File: src/rtl/tpic_pkg.sv
// Shared types and constants for the TPIC daisy-chain driver.
package tpic_pkg;

  typedef enum logic [2:0] {
    S_CLR   = 3'd0,
    S_IDLE  = 3'd1,
    S_LO    = 3'd2,
    S_HI    = 3'd3,
    S_LATCH = 3'd4
  } state_t;

  localparam int unsigned MODE_CONT   = 0;
  localparam int unsigned MODE_STROBE = 1;
  localparam int unsigned MODE_CHANGE = 2;

  // Cycles busy is high for one frame: WIDTH low/high SCLK phases plus the RCK phase.
  function automatic int unsigned frame_cycles(input int unsigned width,
                                               input int unsigned clk_div);
    return 2 * width * clk_div + clk_div;
  endfunction

endpackage

File: src/rtl/tpic_phase_timer.sv
// CLK_DIV phase timer: tick marks the last cycle of a phase; load restarts the phase.
module tpic_phase_timer #(
  parameter int unsigned CLK_DIV = 4
) (
  input  logic clk,
  input  logic reset,
  input  logic load,
  output logic tick
);

  localparam int unsigned CW = $clog2(CLK_DIV + 1);
  localparam logic [CW-1:0] LOAD_VAL = CW'(CLK_DIV - 1);

  logic [CW-1:0] cnt;

  // Down-count to zero and hold there; a load starts a fresh CLK_DIV-cycle phase.
  always_ff @(posedge clk) begin
    if (reset || load) begin
      cnt <= LOAD_VAL;
    end else if (cnt != '0) begin
      cnt <= cnt - CW'(1);
    end
  end

  assign tick = (cnt == '0);

endmodule

File: src/rtl/tpic_chain_driver.sv
// Serial driver for a chain of N_DEV TPIC-style 8-bit power shift registers.
module tpic_chain_driver
  import tpic_pkg::*;
#(
  parameter int unsigned N_DEV     = 2,
  parameter int unsigned CLK_DIV   = 4,
  parameter int unsigned MSB_FIRST = 1,
  parameter int unsigned MODE      = 2
) (
  input  logic               clk,
  input  logic               reset,
  input  logic [8*N_DEV-1:0] data,
  input  logic               start,
  input  logic               oe,
  output logic               busy,
  output logic               done,
  output logic               sclk,
  output logic               sout,
  output logic               rck,
  output logic               clr_n,
  output logic               g_n
);

  localparam int unsigned WIDTH = 8 * N_DEV;
  localparam int unsigned BW    = $clog2(WIDTH + 1);
  localparam logic [BW-1:0] LAST_BIT = BW'(WIDTH - 1);

  state_t           state;
  logic [WIDTH-1:0] shreg;
  logic [WIDTH-1:0] last_sent;
  logic [BW-1:0]    bit_cnt;
  logic             pending;
  logic             done_q;
  logic             g_n_q;
  logic             tick;
  logic             in_frame;
  logic             start_req;
  logic             trigger;

  assign in_frame  = (state == S_LO) || (state == S_HI) || (state == S_LATCH);
  assign start_req = start && (MODE != MODE_CONT);
  assign trigger   = (MODE == MODE_CONT) || start_req || pending ||
                     ((MODE == MODE_CHANGE) && (data != last_sent));

  // Outside a frame the timer is held loaded so each phase starts with a full count.
  tpic_phase_timer #(
    .CLK_DIV(CLK_DIV)
  ) u_timer (
    .clk  (clk),
    .reset(reset),
    .load (!in_frame || tick),
    .tick (tick)
  );

  // Frame sequencer: launch, SCLK low/high phases per bit, RCK latch, done pulse.
  always_ff @(posedge clk) begin
    if (reset) begin
      state     <= S_CLR;
      shreg     <= '0;
      last_sent <= '0;
      bit_cnt   <= '0;
      pending   <= 1'b0;
      done_q    <= 1'b0;
    end else begin
      done_q <= 1'b0;
      if (in_frame && start_req) begin
        pending <= 1'b1;
      end
      case (state)
        S_CLR: begin
          state <= S_IDLE;
        end
        S_IDLE: begin
          if (trigger) begin
            shreg     <= data;
            last_sent <= data;
            bit_cnt   <= '0;
            pending   <= 1'b0;
            state     <= S_LO;
          end
        end
        S_LO: begin
          if (tick) begin
            state <= S_HI;
          end
        end
        S_HI: begin
          if (tick) begin
            if (MSB_FIRST != 0) begin
              shreg <= {shreg[WIDTH-2:0], 1'b0};
            end else begin
              shreg <= {1'b0, shreg[WIDTH-1:1]};
            end
            if (bit_cnt == LAST_BIT) begin
              state <= S_LATCH;
            end else begin
              bit_cnt <= bit_cnt + BW'(1);
              state   <= S_LO;
            end
          end
        end
        S_LATCH: begin
          if (tick) begin
            state  <= S_IDLE;
            done_q <= 1'b1;
          end
        end
        default: begin
          state <= S_CLR;
        end
      endcase
    end
  end

  // Output enable is a plain registered inversion of oe, forced off in reset.
  always_ff @(posedge clk) begin
    if (reset) begin
      g_n_q <= 1'b1;
    end else begin
      g_n_q <= ~oe;
    end
  end

  assign busy  = in_frame;
  assign done  = done_q;
  assign sclk  = (state == S_HI);
  assign rck   = (state == S_LATCH);
  assign clr_n = (state != S_CLR);
  assign sout  = (MSB_FIRST != 0) ? shreg[WIDTH-1] : shreg[0];
  assign g_n   = g_n_q;

endmodule

File: config.mk
export PLATFORM = sky130hd
export DESIGN_NAME = tpic_chain_driver
export DESIGN_NICKNAME = d
export VERILOG_FILES = /design/src/rtl/tpic_pkg.sv /design/src/rtl/tpic_phase_timer.sv /design/src/rtl/tpic_chain_driver.sv
export SDC_FILE = /design/constraint.sdc
export NUM_CORES = 1
export LEC_CHECK = 0
export CAP_MARGIN = 20
export CELL_PAD_IN_SITES_DETAIL_PLACEMENT = 1
export CELL_PAD_IN_SITES_GLOBAL_PLACEMENT = 1
export CORE_MARGIN = 1
export CORE_UTILIZATION = 38
export CTS_CLUSTER_DIAMETER = 150
export CTS_CLUSTER_SIZE = 8
export DETAILED_ROUTE_END_ITERATION = 12
export PLACE_DENSITY = 0.82
export SKIP_LAST_GASP = 1
export SLEW_MARGIN = 20
export SYNTH_ARGS = -nofsm -noshare
export SYNTH_HDL_FRONTEND = slang
export SYNTH_HIERARCHICAL = 1
export SYNTH_SLANG_ARGS = --single-unit
File: constraint.sdc
create_clock -name clk -period 1.95 [get_ports clk]
set_clock_uncertainty 0.15 [all_clocks]
set_input_delay 0.4875 -clock clk [delete_from_list [all_inputs] [get_ports clk]]
set_output_delay 0.4875 -clock clk [all_outputs]
set_load 0.02 [all_outputs]
# Word level (Yosys, flattened, before mapping)
# Index checks and enable logic that the tools add are counted.
# Widths: inputs -> output; s select.
# op_classes
n_addsub,2
eq_ne,11
n_mux,17
bitwise_logic,2
reduce_logical,18
# ops
cell,count
$mux 16,2
$pmux 16 s2,1
$ne 16x16->1,1
$mux 3,5
$mux 5,3
$pmux 3 s5,1
$pmux 5 s2,1
$reduce_and 4->1,2
$eq 3x2->1 const B,2
$logic_not 3->1,2
$logic_or 1x1->1,6
$ne 2x2->1 const B,3
$reduce_bool 3->1,2
$add 5x1->5 const B,1
$eq 5x4->1 const B,1
$mux 1,4
$ne 2x1->1 const B,2
$eq 3x1->1 const B,1
$eq 3x3->1 const B,1
$reduce_and 3->1,1
$sub 3x1->3 const B,1
$not 1->1,2
$reduce_and 2->1,1
$reduce_bool 2->1,1
3 further kinds,3
# totals
ff_bits,46
inputBits,20
output_inout_bits,7
elab_cells,58

# Depth between registers and ports, before layout
# Gate-level depths: netlist of the first run.
# logic_depth
ltp_word,7
depth_mapped,8
depth_no_buf,8

# Hierarchy
# Netlist of the first run, hierarchy kept.
# by_module_without_submodules
mod,instances,cells_per_inst,area_each_um2,seq_area_each_um2
tpic_chain_driver,1,270,2319.7,860.8
tpic_phase_timer,1,16,162.7,60.1

# Least setup slack after synthesis of the first run
# No wires, ideal clock.
# synth_timing
path_type,input -> register
from,input data[12]
to,register shreg[10]
setup_ns,0.121
t_arrival_ns,1.847
required_ns,1.679
path_slack_ns,-0.169
stages,7
path_buffers,2
path_cell_list,xnor2_1 > nand4_1 > nor4b_2 > a221o_2 > buf_6 > buf_12 > mux2_4
# synth_via
elab_chain_cells,4
# synth_rtl
item,line,source
"start, declared",tpic_chain_driver.sv:12,"input logic [8*N_DEV-1:0] data,"
$ne 16x16->1,tpic_chain_driver.sv:43,((MODE == MODE_CHANGE) && (data != last_sent));
$logic_or 1x1->1,tpic_chain_driver.sv:42,assign trigger = (MODE == MODE_CONT) || start_req || pending ||
$ne 2x2->1 (no source line),n/a,
$reduce_and 3->1 (no source line),n/a,
"end signal, assigned",tpic_chain_driver.sv:75,shreg <= data;
"end signal, assigned",tpic_chain_driver.sv:90,"shreg <= {shreg[WIDTH-2:0], 1'b0};"
"end signal, assigned",tpic_chain_driver.sv:92,"shreg <= {1'b0, shreg[WIDTH-1:1]};"
"end, declared",tpic_chain_driver.sv:29,logic [WIDTH-1:0] shreg;
# No other way between the ends.
# A chain may end at the register's enable or synchronous reset.

# Final worst setup path of the first run
# layout_timing
from,input data[11]
to,register shreg[11]
# layout_via
elab_chain_cells,4
word_cells_on_any_way,6
classes_between,eq/ne (2); mux (2); reduce/logical (2)
# layout_rtl
item,line
$ne 16x16->1,tpic_chain_driver.sv:43
$logic_or 1x1->1,tpic_chain_driver.sv:42
$ne 2x2->1 (no source line),n/a
$reduce_and 3->1 (no source line),n/a
# Parallel ways exist; a longest one is shown, timed or not. The select of a mux whose other input is x is not followed.

==> results of run 1 <==
flip-flops by register name (all words and copies together) (netlist names):
name / flops
pending: 1
u_timer/cnt: 3
shreg: 16
g_n: 1
last_sent: 16
bit_cnt: 5
done: 1
state: 3
worst max path at each step:
stage                   from            end
2_1_floorplan       data[12]      shreg[10]
3_3_place_gp         data[0]   last_sent[1]
3_5_place_dp        data[12]  last_sent[12]
4_1_cts        last_sent[13]       shreg[3]
5_1_grt        last_sent[13]      shreg[11]
6_report            data[11]      shreg[11]
placed cells by master (no fill, tap or decap), types with 3 or more instances in the layout:
master / netlist / layout
mux2i_1: 18 / 18
nor2b_1: 18 / 18
nand2_1: 69 / 69
buf_12: 1 / 4
xnor2_2: 0 / 5
ha_4: 0 / 3
dfxtp_1: 46 / 38
nor3_1: 4 / 4
nor2_1: 10 / 9
dlygate4sd2_1: 0 / 8
a21oi_1: 22 / 21
clkbuf_8: 0 / 5
clkdlybuf4s50_1: 0 / 4
xnor2_1: 16 / 11
nand4_1: 3 / 3
clkdlybuf4s15_1: 0 / 3
buf_2: 4 / 7
nand3_1: 4 / 4
mux2_4: 10 / 16
dfxtp_2: 0 / 7
buf_6: 2 / 5
buf_4: 0 / 40
nor4_4: 0 / 3
inv_2: 0 / 3
inv_1: 8 / 5
power breakdown:
part	leakage [nW]	total, mW	internal, mW	switching, mW
registers	0.379	1.06	1.01	0.0485
logic	1.06	0.600	0.324	0.276
clock network	0.0683	0.877	0.514	0.363
total	1.51	2.53	1.85	0.687
final cells by class:
type | count | area (um^2)
clock buffers | 5 | 68.82
clock inverters | 3 | 68.82
flip-flops and latches | 46 | 933.4
well taps | 77 | 96.34
fillers | 725 | 2784
repair buffers | 78 | 706.9
inverters | 9 | 33.78
multi-input cells | 215 | 1622
per-layer routing:
metal	up-vias	wire length (um)	GRT usage, %
met1	1096	2946	24.22
met2	41	3867	40.46
met5	-	0	0
li1	1090	-	-
met3	15	211	4.274
met4	0	165	8.934
timing repair:
action,CTS,global route
resized for setup,76,23
setup endpoints to repair,41,41
cloned,1,0
hold endpoints to repair,0,0
pin swaps,16,10
setup buffers,5,1
cells by family after synthesis:
group           after synthesis  share of synthesized area (%)
flops                        46                          37.10
buf+inv                      25                          5.242
mux                          35                          16.48
xor+xnor                     17                          5.998
fa+ha+maj                     5                          2.419
compound gates               37                          9.577
simple gates                121                          23.19
critical path: stages:
cell	delay (ns)
dlygate4sd2_1	0.26
xor2_2	0.32
nor4b_4	0.08
a221o_2	0.46
clkbuf_16	0.20
mux2_4	0.29
==> impl_metrics.ini, run 1 <==
[status]
outcome = complete, but fails checks
violations = negative setup slack

[timing]
finalHoldViolCount = 0
setup_viol = 18
fin_crit_sh_pct = 105.1
rsz0062_at_grt = yes
worstMarginPinSlew_ns = 0.3360
hold_slack_ns = 0.3184
fin_ws_ns = -0.09958
relSlewSlack_pct = 77.58
finalSetupTns_ns = -1.282
report.final.slew_viol_count = 0
fin_crit_ns = 2.050
fmax_mhz = 487.9

[clocking]
cts_tree = yes
clock-root-buffer = clkbuf_8
cts_num_sinks = 46
clk-insertion-delay-late_ns = 0.31
h-tree-depth = 2
numCtsBuffers = 5
clkTransAtPathRegs_ns = 0.09
ctsHoldBuffers = 0
clockBufferDepth = 2

[cells_and_area]
stdcell_count = 433
nets = 379
final_core_util_pct = 55.91
drive_above_1_share_pct = 34.27
area_delta_synth_final_pct = 42.19
fin_area_um2 = 3530
antenna_cells = 0

[floorplanning]
dieArea_um2 = 6860
die_h_um = 82.83
rows = 29
die_x_um = 82.83
ios = 27
core-area_um2 = 6314
start_util_pct = 39.32

[drt]
drc = 0
drtAntennaViolNets = 0
wl_per_cell_um = 16.61
dr_total_vias = 2242
drt_wl_total_mm = 7.190
viasPerCell = 5.178
drtIter0Drc = 52
firstDrtPassIters = 4

[grt]
track_usage_pct = 21.84
antenna_found_initial = 0
grt_first_pass_wirelength_mm = 11.88
grt_pass1_vias = 2448
gr-total-overflow = 0
grt_max_degree = 20

[logic_synthesis]
synth.most_common_cell = nand2_1
syn_inst = 286
synthArstFlopShare_pct = 0
synth_edf_count = 0
yosysTopAreaCell = dfxtp_1
postSynthNetCount = 310
yosys.cell_types.count = 42
synth_top_cell_area_share_pct = 37.10
ys.flop_type = dfxtp_1
yosys_warnings = 6
ys_seq_area_share_pct = 37.10
synth_seq_cells = 46
synth.cell_area_um2 = 2482
netlist_top_cells_area = dfxtp_1 37%, nand2_1 10%, mux2i_1 7.3%
syn_avg_cell_area_um2 = 8.680
yosys-top-cells-count = 69 x nand2_1, 46 x dfxtp_1, 22 x a21oi_1

[power]
total_power_mw = 2.532
p_leak_nw = 1.509
p_per_area_nw_per_um2 = 717.5
ir_worst_vdd_uv = 367.7

[worst_hold_path]
holdPathStages = 2
hp-start = bit_cnt[4]
hold_path_class = reg2reg
holdPathEnd = bit_cnt[4]

[worst_setup_path]
r2r-end = shreg[11]
r2r-start = last_sent[0]
cp-start-kind = input port
r2r_slack_ns = -0.08
required_ns = 2.01
path_class = in2reg
cp.arrival_ns = 2.11
cp-end-kind = flop
r2r_cells = 6
crit_path_max_fanout = 6

[placed_design]
place_ws_ns = -0.7349
routabilityCongestion = 0.7493
placed_cell_area_um2 = 3181
portBuffers = 26
placed_cells_incl_taps = 419
dp_hpwl_mm = 4.776

[run]
max_cap_viol_count = 0
(Power assumes the default switching activity.)
==> run 2: changes to the inputs <==
--- a/config.mk
+++ b/config.mk
@@ -13,6 +13,7 @@
 export CTS_CLUSTER_DIAMETER = 150
 export CTS_CLUSTER_SIZE = 8
 export DETAILED_ROUTE_END_ITERATION = 12
+export MAX_ROUTING_LAYER = met4
 export PLACE_DENSITY = 0.82
 export SKIP_LAST_GASP = 1
 export SLEW_MARGIN = 20
==> run 2 against run 1 <==
Flip-flop and latch count unchanged. Final cell count unchanged. Count of clock-buffer cells in the layout unchanged. Largest power group unchanged. Highest routed layer unchanged. Fmax increased by 0.11%. First-iteration DRC count decreased by 15%. The run still ends with negative setup slack left. Critical path type unchanged. Clock power increased by 0.5%. Via count decreased by 0.36%. Critical path depth unchanged. Sequential power about the same. Non-clock buffer count unchanged. Utilization decreased by 0.18 points. Cell area decreased by 0.32%.
==> impl_metrics.ini, run 2 (synthesis results as in run 1) <==
[status]
outcome = complete, but fails checks
violations = negative setup slack

[power]
p_per_area_nw_per_um2 = 719.4
power.switching_mw = 0.6909
p_int_mw = 1.840
comb_power_share_pct = 23.5
seqPwrFrac_pct = 41.7
p_leak_nw = 1.507
ir_worst_vdd_uv = 370.4
p_sw_share_pct = 27.30
clkPwrFrac_pct = 34.8

[drt]
dr_total_vias = 2234
wl_per_cell_um = 16.65
drtAntennaViolNets = 0
dr.max_layer_used = met4
viasPerCell = 5.159
drtIter0Drc = 44
drc = 0
wl_met2_mm = 3.897
drt_wl_total_mm = 7.211
wl_met1_mm = 2.942
wl_met3_um = 205
firstDrtPassIters = 4

[timing]
report.final.slew_viol_count = 0
fin_crit_ns = 2.047
finalHoldViolCount = 0
rsz0062_at_grt = yes
fmax_mhz = 488.4
fin_crit_sh_pct = 105.0
fin_ws_ns = -0.09737
setup_viol = 17
worstMarginPinSlew_ns = 0.3386
hold_slack_ns = 0.3202
relSlewSlack_pct = 77.41

[placed_design]
placed_cells_incl_taps = 419
dp_hpwl_mm = 4.776
routabilityCongestion = 0.7588
portBuffers = 26
placed_cell_area_um2 = 3181

[clocking]
clock-root-buffer = clkbuf_8
cts_num_sinks = 46
numCtsBuffers = 5
h-tree-depth = 2
clkTransAtPathRegs_ns = 0.10
clk-insertion-delay-late_ns = 0.31
ctsHoldBuffers = 0
clockBufferDepth = 2
cts_tree = yes

[floorplanning]
core-area_um2 = 6314
dieArea_um2 = 6860
die_x_um = 82.83
rows = 29
die_h_um = 82.83
ios = 27
start_util_pct = 39.32

[worst_setup_path]
cp-end-kind = flop
crit_end = shreg[11]
crit_path_max_fanout = 6
crit_start = data[11]
r2r-start = last_sent[14]
cpMaxStageDelayCell = a221o_2
cp-start-kind = input port
r2r_slack_ns = -0.08
path_depth = 6
cp.arrival_ns = 2.11
path_class = in2reg
cpPeakStageDelay_ns = 0.46
path_cells = dlygate4sd2_1 -> xor2_2 -> nor4b_4 -> a221o_2 -> clkbuf_16 -> mux2_4
r2r-end = shreg[11]
cp_top_family = buffers and inverters
required_ns = 2.01
cp_num_buf_inv = 2
r2r_cells = 6

[cells_and_area]
mostFrequentLayoutCells = 69 x nand2_1, 42 x buf_4, 38 x dfxtp_1
n_fill_cell = 725
final_common_cell = nand2_1
stdcell_count = 433
reg.largest.list = last_sent (16), shreg (16), bit_cnt (5)
area_delta_synth_final_pct = 41.73
antenna_cells = 0
drive_above_1_share_pct = 34.27
nets = 379
fin_area_um2 = 3518

[grt]
grt_pass1_vias = 2440
antenna_found_initial = 0
grt_first_pass_wirelength_mm = 11.92
track_usage_pct = 22.52
gr-total-overflow = 0
grt_max_degree = 20

[worst_hold_path]
holdPathStages = 2
hold_path_class = reg2reg

[run]
max_cap_viol_count = 0
## run 2: cell counts in the layout (fill, tap and decap cells not counted)
Identical to the previous run, type by type.
## run 2: power by group through the flow
stage,clock [mW],sequential [mW],combinational (mW)
after CTS,0.896,1.05,0.593
after floorplan,0,1.06,0.328
after detailed placement,0,1.07,0.538
final,0.881,1.06,0.594
after global placement,0,1.07,0.521
after global routing,0.935,1.06,0.636
## run 2: repair_timing
action,in CTS,in global routing
cloned,1,0
setup buffers,5,1
endpoints found under the setup margin,41,41
gates resized for setup,76,20
pin swaps,16,9
## run 2: worst min path at each step
stage / startpoint / end / slack (ns)
floorplan: bit_cnt[4] / bit_cnt[4] / 0.28
global placement: bit_cnt[4] / bit_cnt[4] / 0.30
detailed placement: bit_cnt[4] / bit_cnt[4] / 0.31
CTS: bit_cnt[4] / bit_cnt[4] / 0.32
global route: data[12] / last_sent[12] / 0.33
finish: bit_cnt[4] / bit_cnt[4] / 0.32
## run 2: worst min-delay path: cells and delay by family (launching register included)
kind / cells / cell delay [ns]
DFF: 1 / 0.33
and+or+nand+nor: 1 / 0.05
muxes: 1 / 0.05
## run 2: per-layer routing
layer,vias up,global-route usage (%)
met5,-,-
met2,36,40.46
met4,0,8.934
li1,1089,-
met3,15,4.274
met1,1094,24.34
## run 2: final cells by class
cell class | instances | area [um^2] | area share (%)
Multi-Input combinational cell | 215 | 1622 | 46.09
Sequential cell | 46 | 933.4 | 26.53
Timing Repair Buffer | 78 | 695.7 | 19.77
Tap cell | 77 | 96.34 | 2.738
Clock buffer | 5 | 68.82 | 1.956
Clock inverter | 3 | 68.82 | 1.956
Inverter | 9 | 33.78 | 0.9602
## run 2: through the flow
stage	TNS [ns]	utilization, %	worst slack, ns	power (mW)
2_1_floorplan	-1.642	-	-0.1506	1.391
3_3_place_gp	-22.86	50.38	-0.6683	1.587
3_5_place_dp	-24.43	50.38	-0.7349	1.609
4_1_cts	-1.026	54.95	-0.07556	2.544
5_1_grt	-2.523	55.73	-0.1337	2.635
6_report	-1.270	55.73	-0.09737	2.531
==> patch 1 (settings of run 1) <==
`CLK_DIV` is set to 4 in 2 places; all go to 8.
--- a/src/rtl/tpic_phase_timer.sv
+++ b/src/rtl/tpic_phase_timer.sv
@@ -1,5 +1,5 @@
 // CLK_DIV phase timer: tick marks the last cycle of a phase; load restarts the phase.
 module tpic_phase_timer #(
-  parameter int unsigned CLK_DIV = 4
+  parameter int unsigned CLK_DIV = 8
 ) (
   input  logic clk,
--- a/src/rtl/tpic_chain_driver.sv
+++ b/src/rtl/tpic_chain_driver.sv
@@ -4,5 +4,5 @@
 #(
   parameter int unsigned N_DEV     = 2,
-  parameter int unsigned CLK_DIV   = 4,
+  parameter int unsigned CLK_DIV   = 8,
   parameter int unsigned MSB_FIRST = 1,
   parameter int unsigned MODE      = 2
Behaviour: not the same (Yosys sat finds a counterexample within 10 cycles, from zero or initial values and one cycle with reset high).
==> patch 1 against run 1 <==
The flow still finishes with violations (setup timing); critical path depth rose by 1; routed wire length rose by 14%; synthesized area rose by 2.3%; design area rose by 1.2%; total power fell by 7.4%; setup slack got worse by 0.087 ns; sequential cell count rose by 1; largest power group unchanged.
==> patch 1: results (changes against run 1) <==
* Switching share of power at 29.93% (+2.8 points)
* Sequential Power Share at 46.0% (+4.3 points)
* Met1 Wirelength at 3365 um (+14%)
* Share of layout cells above drive strength 1 at 39.84% (+5.6 points)
* Clock group share of total power at 27.1% (-7.5 points)
* Status: finished with violations
* Setup violators final at 22 (+4)
* Failing checks: setup timing
* Yosys cell types at 45 (+7.1%)
* Multi-input gate count at 220 (+2.3%)
* Met2 wire length at 4385 um (+13%)
* Fraction of area in multi-input gates at 45.88% (-0.057 points)
* Sum Neg Setup Slack at -2.642 ns (-1.361 ns)
* Mapped Nets at 315 (+1.6%)
* Clock buffer count at 6 (+1)
* Ranking of synthesized cells by area: dfxtp_1 (37%), nand2_1 (10%), mux2i_1 (7.5%)
* Vias in the first global route at 2,562 (+4.7%)
* Worst path top cell family by delay: simple AND/OR/NAND/NOR gates
* Worst-Margin Slew at 0.4446 ns (+0.1085 ns)
* Fraction of area in clock buffers and inverters at 2.452% (-1.4 points)
* Register area at 958.4 sq um (+2.7%)
* DP Worst Slack at -0.6944 ns (+0.04044 ns)
* CP peak stage delay at 0.37 ns (-0.09 ns)
* XOR/XNOR Fraction of Synth Area at 5.520% (-0.48 points)
* Crit path DAT at 2.19 ns (+0.08 ns)
* VDD IR max at 0.4346 mV (+18%)
* Routed wl met3 at 194 um (-8.1%)
* Post-Synth Adder-Cell Area at 1.873% (-0.55 points)
* Met2 usage at 42.20% (+1.7 points)
* Global-route usage over all layers at 23.11% (+1.3 points)
* NonClk Buf Share at 21.19% (+1.2 points)
* DR iter-0 viols at 79 (+52%)
* Leakage Power at 1.540 nW (+2.0%)
* Fillcell total at 727 (+0.28%)
* Seq/Total Area, Yosys at 37.06% (about the same)
* GR Layer Usage met3 at 4.649% (+0.37 points)
* Post-synthesis compound-gate area fraction at 9.364% (-0.21 points)
* Wire per inst at 18.22 um (+9.7%)
* Met1 usage at 26.29% (+2.1 points)
* Final setup margin at -0.1870 ns (-0.08739 ns)
-- patch 1: what timing repair did --
action                                  in CTS  in global routing
cloned                                       1                  0
pin swaps                                   16                 16
hold buffers                                 0                  0
endpoints found under the setup margin      44                 42
resized for setup                           71                 41
setup buffers                                6                  4
endpoints found under the hold margin        0                  0
-- patch 1: final timing paths --
| check | start | to | slack [ns] | cells past startpoint |
|---|---|---|---|---|
| worst max register to register | last_sent[0] | shreg[7] | -0.19 | 7 |
| worst min register to register | bit_cnt[4] | bit_cnt[4] | 0.32 | 2 |
| worst max-delay path | last_sent[0] | shreg[7] | -0.19 | 7 |
| worst min-delay path | bit_cnt[4] | bit_cnt[4] | 0.32 | 2 |
-- patch 1: per-stage QoR --
step           instance area (sq um)  cells  utilization [%]
2_1_floorplan                   2584    292                -
3_3_place_gp                    3309    436            51.82
3_5_place_dp                    3309    436            51.82
4_1_cts                         3550    450            55.58
5_1_grt                         3572    451            55.94
6_report                        3572    451            55.94
==> patch 2 (settings of run 1) <==
Made on the original files. Make the reset (`reset`) asynchronous in 2 clocked blocks.
--- a/src/rtl/tpic_chain_driver.sv
+++ b/src/rtl/tpic_chain_driver.sv
@@ -54,5 +54,5 @@
 
   // Frame sequencer: launch, SCLK low/high phases per bit, RCK latch, done pulse.
-  always_ff @(posedge clk) begin
+  always_ff @(posedge clk or posedge reset) begin
     if (reset) begin
       state     <= S_CLR;
@@ -114,5 +114,5 @@
 
   // Output enable is a plain registered inversion of oe, forced off in reset.
-  always_ff @(posedge clk) begin
+  always_ff @(posedge clk or posedge reset) begin
     if (reset) begin
       g_n_q <= 1'b1;
Check against the original RTL: differs if reset is asserted again (counterexample within 4 cycles, from zero or initial values and one cycle with reset high); with reset held inactive, the same outputs for 10 cycles.
==> patch 2 against run 1 <==
The run still ends with setup timing left; maximum frequency fell by 3.2%; sequential share of layout area is 8.5 points higher; count of clock-buffer cells in the layout grew 1; routed wire length is 15% lower; via count down 22%; synthesized area is 2.7% lower; global-route usage decreased by 2.5 points; sequential cell count stayed put; synthesized cell count down 31%; design area is 7.5% lower; total power up 23%; setup slack got worse by 0.068 ns.
==> patch 2: results (changes against run 1) <==
* Status: finished with violations
* Failing checks: setup timing
* Crit-path slowest cell: mux2_4
* DP Worst Slack at -0.6957 ns (+0.03914 ns)
* Post-DP HPWL at 3815 um (-20%)
* Global-route usage over all layers at 19.30% (-2.5 points)
* DR iter-0 viols at 63 (+21%)
* Combinational share of power at 33.8% (+10 points)
* Vias in the first global route at 1,946 (-21%)
* Nets at 281 (-26%)
* Final cell count without fillers at 333 (-23%)
* P_clk at 0.716 mW (-18%)
* Switching share of power at 30.08% (+3.0 points)
* Share of layout cells above drive strength 1 at 46.51% (+12 points)
* Clock group share of total power at 23.0% (-12 points)
* Worst-Margin Slew at 0.2971 ns (-0.03895 ns)
* Placed instance area at 0.002925 sq mm (-8.0%)
* Setup violators final at 31 (+13)
* XOR/XNOR Fraction of Synth Area at 6.166% (+0.17 points)
* Yosys cell types at 41 (-2.4%)
* Reg2Reg Capture Point: last_sent[9]
* CP Max Fanout at 8 (+2)
* HP Class: in2async
* Initial antenna violation count at 0 (unchanged)
* Synth Instances at 198 (-31%)
* Post-synthesis compound-gate area fraction at 5.907% (-3.7 points)
* RD Place Congestion at 0.7306 (-2.5%)
* CP peak stage delay at 0.31 ns (-0.15 ns)
* VDD IR max at 0.5660 mV (+54%)
* Post-synthesis mux area share at 23.78% (+7.3 points)
* Asr flop ratio synth at 93.48% (+93 points)
* Mapped cell area at 0.002415 sq mm (-2.7%)
* Fillcell total at 630 (-13%)
* R2r setup slk at -0.14 ns (-0.06 ns)
* Leakage Power at 1.495 nW (-0.94%)
* Pin count of the biggest net entering global routing at 43 (+110%)
* Worst r2r src: last_sent[4]
* Final setup margin at -0.1675 ns (-0.06791 ns)
* Final Hold Slack at 0.2636 ns (-0.05476 ns)
* Final wirelength at 6089 um (-15%)
* Post-Synth Adder-Cell Area at 2.487% (+0.068 points)
* Sum Neg Setup Slack at -3.632 ns (-2.350 ns)
* Mapped Nets at 222 (-28%)
* Seq/Total Area, Yosys at 47.10% (+10 points)
## patch 2: cell count changes in the layout (fill, tap and decap cells not counted), sizes merged, moves of 16 or more
cell,change
a21oi,-18
nand2,-60
mux2,+28
nor2b,-16
dfxtp,-43
dfrtp,+42
buf,-21
## patch 2: layer usage
metal,up-vias,global-route usage (%),share of wire [%]
met2,35,36.17,56
li1,806,-,-
met1,895,21.93,39
met4,0,6.316,1.7
met3,9,3.444,2.7
met5,-,0,0
## patch 2: final cells by class
cell class                 instances  area [sq um]  area share [%]
multi-input combinational        132          1310           40.12
clock inverter                     2         37.54           1.149
inverter                          12         45.04           1.379
tap                               75         93.84           2.874
timing repair buffer              60         566.8           17.36
sequential                        46          1140           34.90
clock buffer                       6         72.57           2.222
## patch 2: what timing repair did
item / 4_1_cts / 5_1_grt
gates cloned: 1 / 2
pin swaps: 10 / 10
setup buffers: 5 / 3
gates resized for setup: 46 / 42
setup endpoints to repair: 44 / 41
